**config.mk**
```make
export PLATFORM = sky130hd
export DESIGN_NAME = mux_nto1_stream
export DESIGN_NICKNAME = d
export VERILOG_FILES = /design/src/rtl/mux_pkg.sv /design/src/rtl/rr_arbiter.sv /design/src/rtl/mux_nto1_stream.sv
export SDC_FILE = /design/constraint.sdc
export NUM_CORES = 1
export LEC_CHECK = 0
export CAP_MARGIN = 20
export CORE_MARGIN = 2
export CORE_UTILIZATION = 41
export DETAILED_ROUTE_END_ITERATION = 6
export PLACE_DENSITY = 0.8
export SLEW_MARGIN = 20
export SYNTH_ARGS = -nofsm -noshare
export SYNTH_HDL_FRONTEND = slang
export SYNTH_SLANG_ARGS = --single-unit
export TNS_END_PERCENT = 10
```
**constraint.sdc**
```tcl
create_clock -name clk -period 2.4 [get_ports clk]
set_input_delay 0.6 -clock clk [delete_from_list [all_inputs] [get_ports clk]]
set_output_delay 0.6 -clock clk [all_outputs]
set_load 0.03 [all_outputs]
```
**src/rtl/mux_pkg.sv**
```systemverilog
// Shared types and helpers for the N-to-1 registered stream multiplexer.
package mux_pkg;

  typedef enum logic {
    MUX_FIXED = 1'b0,
    MUX_RR    = 1'b1
  } mux_mode_t;

  // Width of a channel index; never narrower than one bit.
  function automatic int unsigned sel_width(input int unsigned n);
    return (n <= 1) ? 1 : $clog2(n);
  endfunction

endpackage

```
**src/rtl/rr_arbiter.sv**
```systemverilog
// Round-robin arbiter: searches ptr+1 .. ptr (mod CHANNELS), owns the ptr register.
module rr_arbiter
  import mux_pkg::*;
#(
  parameter int unsigned CHANNELS = 4,
  localparam int unsigned SEL_W = sel_width(CHANNELS)
) (
  input  logic                clk,
  input  logic                rst_n,
  input  logic [CHANNELS-1:0] req,
  input  logic                enable,
  input  logic                advance,
  output logic [SEL_W-1:0]    grant,
  output logic                grant_valid
);

  logic [SEL_W-1:0] ptr_q;

  // Walk the search order backwards so the earliest hit (closest after ptr) wins.
  always_comb begin
    int unsigned idx;
    grant       = '0;
    grant_valid = 1'b0;
    idx         = 0;
    for (int unsigned k = CHANNELS; k >= 1; k--) begin
      idx = (int'(ptr_q) + k) % CHANNELS;
      if (req[idx]) begin
        grant       = SEL_W'(idx);
        grant_valid = 1'b1;
      end
    end
    grant_valid = grant_valid & enable;
  end

  // Pointer moves to the last granted channel; reset value gives channel 0 first priority.
  always_ff @(posedge clk or negedge rst_n) begin
    if (!rst_n) begin
      ptr_q <= SEL_W'(CHANNELS - 1);
    end else if (advance) begin
      ptr_q <= grant;
    end
  end

endmodule

```
**src/rtl/mux_nto1_stream.sv**
```systemverilog
// N-to-1 registered stream multiplexer with fixed-select or round-robin arbitration.
module mux_nto1_stream
  import mux_pkg::*;
#(
  parameter int unsigned WIDTH    = 8,
  parameter int unsigned CHANNELS = 4,
  localparam int unsigned SEL_W = sel_width(CHANNELS)
) (
  input  logic                      clk,
  input  logic                      rst_n,
  input  logic                      mode,
  input  logic [SEL_W-1:0]          sel,
  input  logic [CHANNELS-1:0]       in_valid,
  input  logic [CHANNELS*WIDTH-1:0] in_data,
  output logic [CHANNELS-1:0]       in_ready,
  output logic                      out_valid,
  output logic [WIDTH-1:0]          out_data,
  output logic [SEL_W-1:0]          out_chan,
  input  logic                      out_ready
);

  logic             rr_mode;
  logic [SEL_W-1:0] rr_grant;
  logic             rr_valid;
  logic [SEL_W-1:0] fix_grant;
  logic             fix_valid;
  logic [SEL_W-1:0] grant;
  logic             grant_valid;
  logic             load_ok;
  logic             xfer;
  logic [WIDTH-1:0] sel_data;

  assign rr_mode = (mux_mode_t'(mode) == MUX_RR);

  rr_arbiter #(
    .CHANNELS(CHANNELS)
  ) u_arb (
    .clk        (clk),
    .rst_n      (rst_n),
    .req        (in_valid),
    .enable     (rr_mode),
    .advance    (rr_mode && xfer),
    .grant      (rr_grant),
    .grant_valid(rr_valid)
  );

  // Fixed select: out-of-range sel values simply never match a channel.
  always_comb begin
    fix_grant = '0;
    fix_valid = 1'b0;
    for (int unsigned i = 0; i < CHANNELS; i++) begin
      if (sel == SEL_W'(i) && in_valid[i]) begin
        fix_grant = SEL_W'(i);
        fix_valid = 1'b1;
      end
    end
  end

  // Final grant, handshake and data select; in_ready held low during reset.
  always_comb begin
    grant       = rr_mode ? rr_grant : fix_grant;
    grant_valid = rr_mode ? rr_valid : fix_valid;
    load_ok     = !out_valid || out_ready;
    in_ready    = '0;
    sel_data    = '0;
    for (int unsigned i = 0; i < CHANNELS; i++) begin
      if (grant == SEL_W'(i)) begin
        in_ready[i] = grant_valid && load_ok && rst_n;
        sel_data    = in_data[i*WIDTH +: WIDTH];
      end
    end
    xfer = |(in_valid & in_ready);
  end

  // Output register: load on input transfer, otherwise drain on output transfer.
  always_ff @(posedge clk or negedge rst_n) begin
    if (!rst_n) begin
      out_valid <= 1'b0;
      out_data  <= '0;
      out_chan  <= '0;
    end else if (xfer) begin
      out_valid <= 1'b1;
      out_data  <= sel_data;
      out_chan  <= grant;
    end else if (out_valid && out_ready) begin
      out_valid <= 1'b0;
    end
  end

endmodule
```
==> impl_results.md <==
* Worst slew slack as a fraction of its limit at 74.6%
* Clock transition at the register clock pins on the worst setup and hold paths after CTS at 0.08 ns
* Critical setup path kind: flip-flop to output pin
* Clock latency of the later-clocked register in the worst-skew pair at 0.27 ns
* Top fanout value on the critical path at 4
* CP Depth at 6
* Most common cell after layout, fill and taps aside: sky130_fd_sc_hd__clkdlybuf4s50_1
* Post-synthesis instance area at 0.00119 sq mm
* RSZ-0062 raised after global routing: yes
* Standard-cell row count at 19
* Final core utilization at 76.8%
* Max-slew violation count at 0
* Final non-filler cell area at 0.00212 sq mm
* Power density over cell area at 747 mW/mm^2
* Number of cells traversed by the worst hold path at 2
* Data required time at the worst endpoint at 1.80 ns
* Transition time at the pin with the least slew margin at 0.378 ns
* Setup_tns at -0.619 ns
* Final cell count without fillers at 257
* Number of buffers inserted by port buffering at 56
* Maximum Capacitance Violations at 0
* Clk sink count at 13
* GRT Resource Usage Total at 26.6%
* Standard cell area after detailed placement at 0.00198 sq mm
* Overall power consumption at 1.58 mW
* First-pass iteration count of the detailed router at 4
* Initial cell density of the core at 43.3%
* Signal arrival time at the worst endpoint at 1.98 ns
* Worst path cell trace: xnor2_2, a32o_2, o31ai_4, or2b_4, nor2_2, buf_6
* Wire length of the first global-routing pass at 6820 microns
* Total congestion overflow at 0
* Violations in the final reports: setup timing
* Antenna Cells at 0
* Worst setup slack after layout at -0.183 ns
* Period minus WS final at 2.58 ns
* Number of hold violations in the final report at 0
* Ys Warns at 0
* Floorplan Core Area at 0.00276 sq mm
* Share of the clock period used by the worst path after layout at 108%
* Delay of the slowest critical-path stage at 0.60 ns
* Leak pwr at 0.907 nW
* Routed via count divided by cell count at 5.83
* Detailed placement HPWL at 3280 microns
* Setup violators final at 4
* Worst-case clock skew at 0.00343 ns
* Tightest Hold Check Type: flip-flop to flip-flop
* Count of flip-flops with a built-in enable after synthesis at 0
* Syn_area_per_cell at 8.72 sq um
* Maximum clock insertion buffer count at 2
* Most frequent cells in the layout: sky130_fd_sc_hd__clkdlybuf4s50_1 (45), sky130_fd_sc_hd__buf_4 (36), sky130_fd_sc_hd__nand2_1 (18), sky130_fd_sc_hd__a21oi_1 (16), sky130_fd_sc_hd__dfrtp_1 (11)
* Number of synthesized register bits at 13
* Antenna violation net count after detailed routing at 0
* CTS Root Buffer Type: sky130_fd_sc_hd__clkbuf_4
* Synthesis-to-finish area growth at 77.3%
* I/O pin total at 57
* Worst VDD drop at 0.776 mV
* Maximum number of pins on one net before global-route repair at 17
* Crit end category: output pin
* Total nets after synthesis at 179
* Via count of the first global-routing pass at 1546
* Number of design-rule violations left by the first detailed-router iteration at 74
* Wire length per cell after detailed routing at 16.6 microns
* Fraction of layout instances using a drive strength above 1 at 38.9%
* Final #Nets at 269
* Height of the chip at 58.0 microns
* Total length of routed wires at 4270 microns
* Depth of the most critical reg-to-reg path at 8
* Critical path's slowest cell: sky130_fd_sc_hd__dfstp_2
* Top delay family on crit path: flip-flops
* Startpoint types: flip-flop
* Deepest level of the CTS H-tree at 1
* Max frequency at 0.387 GHz
* Count of different cell masters after synthesis at 38
* Total die area at 0.00336 sq mm
* WP buf/inv at 1
* Clock tree from TritonCTS: yes
* DIE WIDTH at 58.0 microns
* Post-cts hold buffer count at 0
* Drt drc at 0
* Sequential cell area fraction in the yosys report at 27.4%
* Instance count after placement with tap cells included at 246
* Routability Congestion at 0.861
* Fill cell total of the finished layout at 202
* Antenna violations before repair at 0
* Outcome: complete, but fails checks
* Post-Syn Instances at 137
* Number of buffers added by the clock tree synthesis step at 3
* Ys flop type: sky130_fd_sc_hd__dfrtp_1
* Ys async rst share at 100%
* Via count at 1498
-- repair_timing --
item                                    CTS  global route
pin swaps                                 6             8
endpoints found under the setup margin    4             4
resized for setup                        24            12
setup buffers                             7             0
endpoints found under the hold margin     0             0
-- kinds of logic after synthesis --
group           Yosys count  share of synthesized area (%)
flops                    13                           27.4
compound gates           61                           40.6
simple gates             46                           20.2
xor+xnor                  1                          0.733
mux                       6                           5.34
buf+inv                  10                           5.65
-- worst paths after layout --
kind	from	end	slack [ns]
worst max-delay path	u_arb.ptr_q[0]	in_ready[3]	-0.18
worst min-delay path	out_data[0]	out_data[0]	0.49
worst max register to register	u_arb.ptr_q[0]	out_data[6]	0.30
worst min register to register	out_data[0]	out_data[0]	0.49
max in group asynchronous	rst_n	u_arb.ptr_q[0]	1.45
min in group asynchronous	rst_n	out_data[3]	0.72
-- flip-flops by register name, summed over array words and instances (netlist names) --
name and count:
out_data 8, out_chan 2, u_arb.ptr_q 2, out_valid 1
-- cells in the mapped netlist (all sizes together), types with 3 or more instances --
cell type | number | area share, %
buf | 7 | 4.7
a2bb2oi | 9 | 10
a21oi | 18 | 7.5
a31oi | 3 | 2.8
o22ai | 4 | 2.1
and4bb | 3 | 3.1
nor2 | 5 | 1.6
or2 | 4 | 2.1
mux2i | 3 | 2.5
nand3 | 5 | 2.1
a21boi | 5 | 3.1
nand2b | 5 | 2.6
dfrtp | 11 | 23
mux2 | 3 | 2.8
o31ai | 8 | 7.5
o21ai | 9 | 3.8
nand2 | 18 | 5.7
-- through the flow --
stage               setup slack, ns  hold WS [ns]
floorplan                   -0.0214         0.304
global route                 -0.261         0.531
finish                       -0.183         0.489
global placement             -0.477         0.471
CTS                          -0.253         0.493
detailed placement           -0.527         0.475
-- per-layer routing --
layer  vias to the layer above  routed length [microns]  track usage, %
met5                         -                        0               0
met4                         0                      163            11.6
met3                        12                      317            5.13
met2                        84                     2230            50.3
met1                       706                     1570            28.2
li1                        696                        -               -
-- worst min-delay path: stages (launching register included) --
cell,delay [ns]
sky130_fd_sc_hd__dfrtp_1,0.35
sky130_fd_sc_hd__nand2_1,0.06
sky130_fd_sc_hd__o31ai_2,0.05
-- report_power, final --
group          switching, mW  total, mW  leakage [nW]  internal (mW)
registers             0.0681      0.376         0.155          0.308
clock network         0.0688      0.133        0.0150         0.0643
logic                  0.523       1.07         0.737          0.550
total                  0.660       1.58         0.907          0.922
-- area by class of cell --
cell class                 count  area [sq um]  area share (%)
sequential                    13           328            15.5
inverter                       1          3.75           0.177
multi-input combinational    114           885            41.8
timing repair buffer          94           837            39.5
clock buffer                   4          26.3            1.24
tap                           31          38.8            1.83
Power figures use the tool's default switching activity.
